**config.mk**
```make
export PLATFORM = sky130hd
export DESIGN_NAME = alu_issue
export DESIGN_NICKNAME = d
export VERILOG_FILES = /design/src/rtl/alu_issue.sv
export SDC_FILE = /design/constraint.sdc
export NUM_CORES = 1
export LEC_CHECK = 0
export CORE_UTILIZATION = 40
export DETAILED_ROUTE_END_ITERATION = 8
export GPL_TIMING_DRIVEN = 0
export PLACE_DENSITY = 0.85
export SLEW_MARGIN = 10
export SYNTH_ARGS = -nofsm -noshare
export SYNTH_HDL_FRONTEND = slang
export SYNTH_SLANG_ARGS = --single-unit
```
**constraint.sdc**
```tcl
create_clock -name clk -period 2.1 [get_ports clk]
set_clock_uncertainty 0.2 [all_clocks]
set_input_delay 0.21 -clock clk [delete_from_list [all_inputs] [get_ports clk]]
set_output_delay 0.21 -clock clk [all_outputs]
set_load 0.05 [all_outputs]
```
**src/rtl/alu_issue.sv**
```systemverilog
// alu_issue: issue controller that sits in front of a combinational datapath ALU.
// It latches one operation on start, drives ctl/a/b to the external ALU for a
// single EXEC cycle, captures the ALU return at the end of that cycle and
// reports it with a one-cycle done pulse.
//
// Ports
//   clk, rst_n          clock, asynchronous active-low reset
//   start               request pulse; only looked at in IDLE
//   alu_op[1:0]         00 add, 01 sub, 10 R-type (decode funct), 11 reserved
//   funct[5:0]          R-type function field
//   src_a, src_b[31:0]  operands to latch on an accepted start
//   ctl[2:0]            ALU control (000 AND, 001 OR, 010 ADD, 110 SUB)
//   a, b[31:0]          registered ALU operands
//   alu_result, alu_zero  combinational return from the datapath ALU
//   busy, done, err, zero, result[31:0]  status and captured result
module alu_issue (
  input  logic        clk,
  input  logic        rst_n,
  input  logic        start,
  input  logic [1:0]  alu_op,
  input  logic [5:0]  funct,
  input  logic [31:0] src_a,
  input  logic [31:0] src_b,
  output logic [2:0]  ctl,
  output logic [31:0] a,
  output logic [31:0] b,
  input  logic [31:0] alu_result,
  input  logic        alu_zero,
  output logic        busy,
  output logic        done,
  output logic        err,
  output logic        zero,
  output logic [31:0] result
);

  localparam logic [2:0] CTL_AND = 3'b000;
  localparam logic [2:0] CTL_OR  = 3'b001;
  localparam logic [2:0] CTL_ADD = 3'b010;
  localparam logic [2:0] CTL_SUB = 3'b110;

  typedef enum logic [1:0] {
    S_IDLE = 2'd0,
    S_EXEC = 2'd1,
    S_DONE = 2'd2
  } state_e;

  state_e      state_q, state_d;
  logic [2:0]  ctl_q, ctl_d;
  logic [31:0] a_q, a_d, b_q, b_d;
  logic [31:0] result_q, result_d;
  logic        zero_q, zero_d;
  logic        err_q, err_d;
  logic        slt_q, slt_d;   // op in flight is SLT: result is built from the sign
  logic        bad_q, bad_d;   // op in flight was undecodable: skip the ALU capture

  // Operation decode
  logic [2:0] dec_ctl;
  logic       dec_bad;
  logic       dec_slt;

  always_comb begin
    dec_ctl = CTL_ADD;
    dec_bad = 1'b0;
    dec_slt = 1'b0;
    case (alu_op)
      2'b00: dec_ctl = CTL_ADD;
      2'b01: dec_ctl = CTL_SUB;
      2'b10: begin
        case (funct)
          6'b100000: dec_ctl = CTL_ADD;
          6'b100010: dec_ctl = CTL_SUB;
          6'b100100: dec_ctl = CTL_AND;
          6'b100101: dec_ctl = CTL_OR;
          6'b101010: begin
            dec_ctl = CTL_SUB;
            dec_slt = 1'b1;
          end
          default: dec_bad = 1'b1;
        endcase
      end
      default: dec_bad = 1'b1;
    endcase
  end

  // Signed less-than: when signs differ the subtraction may overflow, so the
  // sign of a alone decides; otherwise the sign of a-b is exact.
  logic lt;
  assign lt = (a_q[31] != b_q[31]) ? a_q[31] : alu_result[31];

  always_comb begin
    state_d  = state_q;
    ctl_d    = ctl_q;
    a_d      = a_q;
    b_d      = b_q;
    result_d = result_q;
    zero_d   = zero_q;
    err_d    = err_q;
    slt_d    = slt_q;
    bad_d    = bad_q;
    case (state_q)
      S_IDLE: begin
        if (start) begin
          a_d     = src_a;
          b_d     = src_b;
          ctl_d   = dec_ctl;
          slt_d   = dec_slt;
          bad_d   = dec_bad;
          err_d   = 1'b0;
          state_d = S_EXEC;
        end
      end
      S_EXEC: begin
        if (bad_q) begin
          result_d = 32'd0;
          zero_d   = 1'b0;
          err_d    = 1'b1;
        end else if (slt_q) begin
          result_d = {31'd0, lt};
          zero_d   = ~lt;
        end else begin
          result_d = alu_result;
          zero_d   = alu_zero;
        end
        // ctl returns to ADD so it already reads 010 once back in IDLE
        ctl_d   = CTL_ADD;
        state_d = S_DONE;
      end
      S_DONE:  state_d = S_IDLE;
      default: state_d = S_IDLE;
    endcase
  end

  always_ff @(posedge clk or negedge rst_n) begin
    if (!rst_n) begin
      state_q  <= S_IDLE;
      ctl_q    <= CTL_ADD;
      a_q      <= '0;
      b_q      <= '0;
      result_q <= '0;
      zero_q   <= 1'b0;
      err_q    <= 1'b0;
      slt_q    <= 1'b0;
      bad_q    <= 1'b0;
    end else begin
      state_q  <= state_d;
      ctl_q    <= ctl_d;
      a_q      <= a_d;
      b_q      <= b_d;
      result_q <= result_d;
      zero_q   <= zero_d;
      err_q    <= err_d;
      slt_q    <= slt_d;
      bad_q    <= bad_d;
    end
  end

  assign ctl    = ctl_q;
  assign a      = a_q;
  assign b      = b_q;
  assign result = result_q;
  assign zero   = zero_q;
  assign err    = err_q;
  assign busy   = (state_q != S_IDLE);
  assign done   = (state_q == S_DONE);

endmodule

```
==> load_flow_metrics.sql, run 1 <==
INSERT INTO impl_metrics (metric_group, metric, value, unit) VALUES
('die', 'top_level_ports', '211', ''),
('setup_path', 'critical_path_cell_sequence', 'clkdlybuf4s50_1', ''),
('power', 'p_leak', '2.76', 'nW'),
('route', 'drt-total-wl', '10.4', 'mm'),
('timing', 'drv_slew', '0', ''),
('route', 'num_vias', '3017', ''),
('logic_synthesis', 'synth_cell_type_count', '35', ''),
('setup_path', 'critical_path.startpoint_type', 'register', ''),
('timing', 'max_freq', '502', 'MHz'),
('cts', 'ctsLongestPathBuffers', '2', ''),
('power', 'post-layout-total-power', '0.00816', 'W'),
('setup_path', 'worstPathMaxFanout', '4', ''),
('die', 'floorplan.initialDensity', '0.416', ''),
('finish', 'fraction_of_layout_cells_with_a_size_suffix_above_1', '0.203', ''),
('logic_synthesis', 'ys_seq_area_frac', '0.643', ''),
('power', 'p_sw', '0.00355', 'W'),
('setup_path', 'ff2ff_path_depth', '5', ''),
('logic_synthesis', 'synth_edf_count', '0', ''),
('logic_synthesis', 'synth_top_flop_cell', 'sky130_fd_sc_hd__dfrtp_1', ''),
('logic_synthesis', 'area_contributors_post_synth', 'sky130_fd_sc_hd__dfrtp_1 (64%), sky130_fd_sc_hd__mux2_2 (18%), sky130_fd_sc_hd__a22o_1 (7.1%), sky130_fd_sc_hd__clkbuf_8 (2.0%), sky130_fd_sc_hd__buf_6 (1.1%)', ''),
('global_route', 'overflow', '0', ''),
('setup_path', 'required', '1.69', 'ns'),
('power', 'intPower', '0.00461', 'W'),
('setup_path', 'path_buf_inv', '1', ''),
('route', 'routedWlPerCell', '16.8', 'um'),
('cts', 'cts_buffers', '9', ''),
('cts', 'worst_setup_hold_path_clk_slew', '0.10', 'ns'),
('global_route', 'grt_antenna_before_repair', '0', ''),
('status', 'status', 'complete, no violations', ''),
('route', 'post_drt_via_cell_ratio', '4.87', ''),
('timing', 'timing.final.hold_violations', '0', ''),
('setup_path', 'crit_path_end_kind', 'output port', ''),
('finish', 'layout.nets', '593', ''),
('die', 'fp-row-count', '36', ''),
('logic_synthesis', 'yosysWarnings', '0', ''),
('logic_synthesis', 'synth_top_cell_area_share', '0.637', ''),
('route', 'first_iter_violations', '88', ''),
('finish', 'syn_to_final_growth', '60.7', '%'),
('route', 'route.detailed.drc', '0', ''),
('setup_path', 'setup.worst_path.class', 'reg -> out', ''),
('route', 'detail_route.first_pass.iterations', '4', ''),
('cts', 'cts_tree', 'yes', ''),
('timing', 'grt_setup_unrepaired', 'false', ''),
('logic_synthesis', 'mappedNetlistNets', '370', ''),
('timing', 'period_needed', '1.99', 'ns'),
('die', 'placeableCoreArea', '9820', 'um^2'),
('logic_synthesis', 'synth_seq_cells', '105', ''),
('placed_design', 'post-dp-hpwl', '8.09', 'mm'),
('setup_path', 'critPathArrivalTime', '1.58', 'ns'),
('power', 'pwr-share-clk', '0.142', ''),
('timing', 'relSlewSlack', '0.547', ''),
('die', 'die-area', '10600', 'um^2'),
('logic_synthesis', 'synth_top_cell_by_area', 'sky130_fd_sc_hd__dfrtp_1', ''),
('cts', 'htree_num_levels', '3', ''),
('cts', 'clkSinkCount', '105', ''),
('timing', 'setup_total_negative_slack', '0', 'ns'),
('route', 'ant_nets', '0', ''),
('die', 'die_w', '103', 'um'),
('placed_design', 'preCtsSetupSlack', '0.249', 'ns'),
('logic_synthesis', 'post_synth_instance_area', '4090', 'um^2'),
('logic_synthesis', 'ys_async_sr_fraction', '1.00', ''),
('finish', 'instances_no_fill', '620', ''),
('setup_path', 'crit_path_top_delay_cell', 'sky130_fd_sc_hd__clkdlybuf4s50_1', ''),
('cts', 'clock_insertion_delay_worst_skew', '0.35', 'ns'),
('logic_synthesis', 'post_synth.cell_area_avg', '15.8', 'um^2'),
('global_route', 'grt_first_pass_wirelength', '15.3', 'mm'),
('power', 'pwr-share-comb', '0.507', ''),
('flow_run', 'maxCapViolCount', '0', ''),
('power', 'power.density', '1240', 'nW/um^2'),
('timing', 'setup_violations', '0', ''),
('setup_path', 'max_stage_delay', '0.83', 'ns');
per-layer routing:
metal  global-route usage  vias up  wire length, um
li1                     -     1385                -
met1                0.225     1495             4050
met2                0.337      121             5440
met3               0.0529       16              725
met4               0.0683        0              183
met5                    0        -                0
flip-flops by register name (all words and copies together) (netlist names):
| signal | count |
|---|---|
| bad_q | 1 |
| result | 32 |
| state_q | 2 |
| ctl | 3 |
| b | 32 |
| a | 32 |
| err | 1 |
| slt_q | 1 |
| zero | 1 |
placed cells by master, fill, tap and decap left out, types with 2 or more instances in the layout:
cell,n
sky130_fd_sc_hd__inv_1,6
sky130_fd_sc_hd__dlygate4sd2_1,3
sky130_fd_sc_hd__clkbuf_1,4
sky130_fd_sc_hd__buf_6,4
sky130_fd_sc_hd__mux2_2,64
sky130_fd_sc_hd__clkdlybuf4s50_1,206
sky130_fd_sc_hd__nor2b_1,2
sky130_fd_sc_hd__dfrtp_1,104
sky130_fd_sc_hd__a21boi_0,2
sky130_fd_sc_hd__a22o_1,33
sky130_fd_sc_hd__ha_1,3
sky130_fd_sc_hd__o21ai_0,3
sky130_fd_sc_hd__inv_6,3
sky130_fd_sc_hd__clkbuf_8,16
sky130_fd_sc_hd__nand2_1,5
sky130_fd_sc_hd__nor2_1,3
power groups by stage:
stage / Combinational (W) / Sequential (W) / Clock (W)
after floorplan: 0.000726 / 0.00477 / 0
after global routing: 0.00429 / 0.00293 / 0.00126
after detailed placement: 0.00416 / 0.00291 / 0
after CTS: 0.00417 / 0.00287 / 0.00120
after global placement: 0.00410 / 0.00287 / 0
final: 0.00414 / 0.00287 / 0.00116
stage by stage:
stage | hold slack (ns) | util | instance area [um^2]
3_5_place_dp | 0.0968 | 0.650 | 6380
2_1_floorplan | -0.286 | - | 4090
3_3_place_gp | 0.261 | 0.647 | 6350
6_report | 0.224 | 0.669 | 6570
4_1_cts | 0.230 | 0.669 | 6570
5_1_grt | 0.231 | 0.669 | 6570
synthesized netlist by cell type, drive strengths merged, types with 2 or more instances:
| cell type | instances |
|---|---|
| a21boi | 2 |
| a22o | 33 |
| buf | 6 |
| clkbuf | 8 |
| dfrtp | 104 |
| ha | 3 |
| inv | 7 |
| mux2 | 64 |
| nand2 | 6 |
| nor2 | 4 |
| nor2b | 2 |
| nor3 | 2 |
| o21ai | 3 |
| o31ai | 2 |
cell type report:
cell class                 instances  area (um^2)  share of cell area
buffer                            14          155              0.0236
clock buffer                      12          145              0.0221
clock inverter                     4         33.8             0.00515
inverter                           7         28.8             0.00438
multi-input combinational        133         1270               0.194
sequential                       105         2630               0.400
tap                              133          166              0.0253
timing repair buffer             212         2130               0.325
path summary, 6_finish.rpt:
kind	start	end	slack, ns
max	a[31]$_DFFE_PN0P_	a[31]	0.11
min	rst_n	a[10]$_DFFE_PN0P_	0.22
max reg2reg	state_q[1]$_DFFE_PN0P_	a[22]$_DFFE_PN0P_	0.39
min reg2reg	zero$_DFFE_PN0P_	zero$_DFFE_PN0P_	0.30
max in group asynchronous	rst_n	ctl[1]$_DFFE_PN1P_	0.72
min in group clk	alu_result[3]	result[3]$_DFFE_PN0P_	0.25
cell families after synthesis:
logic type / Yosys count / synth area share
flip-flops: 105 / 0.643
adder cells (fa/ha/maj): 3 / 0.00919
multiplexers: 65 / 0.179
buffers and inverters: 21 / 0.0450
AND/OR/NAND/NOR: 19 / 0.0294
AO/OA/AOI/OAI: 46 / 0.0943
worst register-to-register path, stage by stage (launching register included):
cell                       delay, ns
sky130_fd_sc_hd__dfrtp_1        0.43
sky130_fd_sc_hd__nor2_2         0.15
sky130_fd_sc_hd__nand2_2        0.11
sky130_fd_sc_hd__inv_4          0.15
sky130_fd_sc_hd__clkbuf_8       0.20
sky130_fd_sc_hd__mux2_2         0.35
repair_timing:
action / CTS / global route
resized for setup: 3 / 0
hold buffers: 1 / 0
setup endpoints to repair: 3 / 0
buffers inserted: 0 / 0
endpoints found under the hold margin: 51 / 0
Note: power is estimated with default switching activity, not from simulation.
==> run 2: changes to the inputs <==
CTS_CLUSTER_DIAMETER = 150   (was default)
==> results of run 2 <==
Same layout as run 1: the final DEF is identical, and so are final timing and power.
==> patch 1: new RTL, settings of run 2 <==
Take the reset off `a_q`, `b_q` and `result_q` and load them in a clocked block of their own.
--- a/src/rtl/alu_issue.sv
+++ b/src/rtl/alu_issue.sv
@@ -134,9 +134,6 @@
     if (!rst_n) begin
       state_q  <= S_IDLE;
       ctl_q    <= CTL_ADD;
-      a_q      <= '0;
-      b_q      <= '0;
-      result_q <= '0;
       zero_q   <= 1'b0;
       err_q    <= 1'b0;
       slt_q    <= 1'b0;
@@ -144,14 +141,17 @@
     end else begin
       state_q  <= state_d;
       ctl_q    <= ctl_d;
-      a_q      <= a_d;
-      b_q      <= b_d;
-      result_q <= result_d;
       zero_q   <= zero_d;
       err_q    <= err_d;
       slt_q    <= slt_d;
       bad_q    <= bad_d;
     end
+  end
+
+  always_ff @(posedge clk) begin
+    a_q      <= a_d;
+    b_q      <= b_d;
+    result_q <= result_d;
   end
 
   assign ctl    = ctl_q;
Formal check against the unedited RTL: not equivalent (a bounded check fails within 4 cycles, from zero or initial values and one cycle with rst_n low).
==> patch 1 against run 2 <==
  * Sequential cell count unchanged
  * Final area down 6.9%
  * Core utilization increased by 2.9 points
  * Maximum frequency down 0.88%
  * Area after synthesis down 11%
  * Die area shrank 11%
  * Sequential share of layout area increased by 11 points
  * Synthesized cell count decreased by 27%
  * Worst setup slack worse by 0.018 ns
  * Wire length shrank 11%
  * Critical path type unchanged
Power is not compared: it rests on default switching activity, and its combinational part moved more than twofold at a synthesized area within 25%.
==> patch 1: results (changes against run 2) <==
- Layout cells sized above 1: 0.0573 (-0.146)
- Worst hold slack: 0.207 ns (-0.0172 ns)
- Worst reg2reg setup slack: 0.25 ns (-0.14 ns)
- Largest net degree at the start of global routing: 37 (-33%)
- Synth cell count leaders: 96 x edfxtp_1, 30 x and2_1, 8 x dfrtp_1, 8 x inv_1, 8 x nor2_1
- Slowest CP cell: dlygate4sd2_1
- Slowest Stage Delay on Critical Path: 0.55 ns (-0.28 ns)
- Outcome: finished clean
- Gpl congestion: 0.694 (-14%)
- Sequential area share after synthesis: 0.858 (+0.214)
- DP Worst Slack: -0.264 ns (-0.513 ns)
- Met1 track demand over resource: 0.217 (-0.00820)
- Vias in the first global route: 2,542 (-19%)
- WP data arrival: 1.60 ns (+0.02 ns)
- Worst R2R End: b[26]
- Fill cells: 622 (-17%)
- Cell total after placement: 508 (-16%)
- Synth Instances: 189 (-27%)
- FFs w/ async S/R, synth: 0.0857 (-0.914)
- Worst-case reg-to-reg path depth: 2 (-3)
- CP Launch Point: state_q[1]
- Placement Cell Area: 0.00590 mm^2 (-7.6%)
- Detailed Place HPWL: 6.79 mm (-16%)
- Met3 usage: 0.0475 (-0.00540)
- Net count after synthesis: 300 (-19%)
- Synth area leaders: edfxtp_1 80%, dfrtp_1 5.5%, and2_1 5.2%, ha_1 1.0%, inv_1 0.83%
- Final Non-Filler Cells: 527 (-15%)
- Post-synthesis cell type count: 28 (-20%)
- Period utilisation layout: 0.957 (+0.00845)
- Worst Path Max Fanout: 5 (+1)
- Total GRT Usage: 0.198 (+0.00588)
==> patch 1: area by class of cell <==
cell class | count | area (um^2) | share of cell area
Buffer | 3 | 11.3 | 0.00184
Clock buffer | 11 | 131 | 0.0215
Clock inverter | 5 | 56.3 | 0.00921
Inverter | 9 | 33.8 | 0.00553
Multi-Input combinational cell | 74 | 500 | 0.0819
Sequential cell | 105 | 3110 | 0.509
Tap cell | 108 | 135 | 0.0221
Timing Repair Buffer | 212 | 2140 | 0.349
==> patch 1: what timing repair did <==
item	CTS	global route
hold endpoints to repair	8	0
hold buffers	1	0
endpoints found under the setup margin	73	0
resized for setup	4	0
==> patch 1: metal layers <==
layer  vias up  wire (um)
li1       1142          -
met5         -          0
met1      1187       3360
met4         0        147
met3        11        603
met2       116       5110
==> patch 1: cells by family after synthesis <==
kind of cell,Yosys count,share of synthesized area
DFF,105,0.858
and+or+nand+nor,56,0.0942
AOI/OAI and AO/OA,12,0.0221
buffers and inverters,12,0.0124
adders and majority gates,4,0.0135
==> patch 2: new RTL, config.mk and constraints of run 2 <==
Made on the original files. Re-encode `state_e` (3 states) as one-hot, 3 bits wide.
--- a/src/rtl/alu_issue.sv
+++ b/src/rtl/alu_issue.sv
@@ -38,10 +38,10 @@
   localparam logic [2:0] CTL_ADD = 3'b010;
   localparam logic [2:0] CTL_SUB = 3'b110;
 
-  typedef enum logic [1:0] {
-    S_IDLE = 2'd0,
-    S_EXEC = 2'd1,
-    S_DONE = 2'd2
+  typedef enum logic [2:0] {
+    S_IDLE = 3'b001,
+    S_EXEC = 3'b010,
+    S_DONE = 3'b100
   } state_e;
 
   state_e      state_q, state_d;
Check against the original RTL: same outputs for any inputs over 10 cycles, from zero or initial values and one cycle with rst_n low; not proved beyond that.
==> patch 2 against run 2 <==
  * Final area is 0.17% lower
  * Area after synthesis is 0.49% lower
  * Sequential power is 25% higher
  * Wire length is 1.3% higher
  * Sequential cell count is 1 higher
  * Worst setup slack worse by 0.046 ns
  * Power is 49% higher
  * Critical path type unchanged
  * Largest power group unchanged
  * Highest routed layer unchanged
==> patch 2: results (changes against run 2) <==
- Multi-input gate count: 136 (+2.3%)
- Post-Syn Area per Cell: 15.5 um^2 (-1.6%)
- Layout buffering overhead excluding clock cells: 0.341 (-0.00799)
- R2R Path Start: state_q[0]
- Clk root buf: clkbuf_8
- DP Worst Slack: -0.101 ns (-0.350 ns)
- Outcome: finished clean
- Synth area leaders: dfrtp_1 64%, mux2_2 18%, a22o_1 7.1%, dfstp_2 1.3%, buf_6 1.1%
- Adder-cell area share of the yosys netlist: 0.00923 (+0.0000452)
- Total GRT Usage: 0.198 (+0.00628)
- Cell Pwr Density: 1860 mW/mm^2 (+49%)
- Syn. warnings: 0 (unchanged)
- Final Non-Filler Cells: 623 (+0.48%)
- Worst R2R End: a[24]
- Fill cells: 737 (-1.7%)
- Post-layout nets: 596 (+0.51%)
- Clkbuf count: 10 (-2)
- Layout cells sized above 1: 0.206 (+0.00284)
- Vias in the first global route: 3,217 (+2.9%)
- Combinational Power Share: 0.608 (+0.101)
- Sequential power share: 0.294 (-0.057)
- Iter 0 DRT Violations: 46 (-48%)
- Vias: 3,061 (+1.5%)
- Detailed Place HPWL: 8.14 mm (+0.65%)
- Relative slew slack: 0.600 (+0.0533)
- Non-clock inverters: 5 (-2)
- Clock network share of area: 0.0283 (+0.00100)
- Max clock buf depth: 2 (unchanged)
- Net count after synthesis: 373 (+0.81%)
- Sequential area share after synthesis: 0.653 (+0.00963)
- Multi-input gate share of total cell area: 0.198 (+0.00377)
- Synth cell count leaders: 104 x dfrtp_1, 64 x mux2_2, 33 x a22o_1, 8 x buf_2, 5 x inv_1
- Seq cells post-synth: 106 (+0.95%)
- Worst reg2reg setup slack: 0.10 ns (-0.29 ns)
- Maximum VDD drop: 1.03 mV (+76%)
- Worst-case reg-to-reg path depth: 4 (-1)
- WP data arrival: 1.63 ns (+0.05 ns)
- Cell total after placement: 606 (+0.50%)
- Worst Path Max Fanout: 6 (+2)
- Net switching power: 5.88 mW (+66%)
- Area growth, synth to finish: 61.2%
- Worst hold slack: 0.161 ns (-0.0625 ns)
==> patch 2: repair_timing <==
action,4_1_cts,5_1_grt
resized for setup,3,3
buffers inserted,0,0
hold endpoints to repair,52,0
setup endpoints to repair,3,10
hold buffers,1,0
pin swaps,0,0
==> patch 2: critical path, stage by stage, from the launching register on <==
cell      delay (ns)
dfstp_2         0.58
or3b_2          0.45
clkbuf_2        0.25
==> patch 2: how the worst max path moves through the flow <==
stage | start | end | slack [ns] | depth (start not counted)
global placement | rst_n | a[9] | -3.24 | 1
CTS | state_q[0] | busy | -0.14 | 2
global route | state_q[0] | a[24] | 0.005 | 4
finish | state_q[0] | busy | 0.06 | 2
detailed placement | start | b[2] | -0.10 | 5
floorplan | state_q[1] | done | 0.15 | 1
==> patch 2: metal layers <==
metal | share of wire | GRT usage | vias up
met5 | 0 | 0 | -
met4 | 0.017 | 0.0726 | 0
met3 | 0.091 | 0.0712 | 16
met2 | 0.52 | 0.355 | 143
met1 | 0.38 | 0.215 | 1502
li1 | - | - | 1400
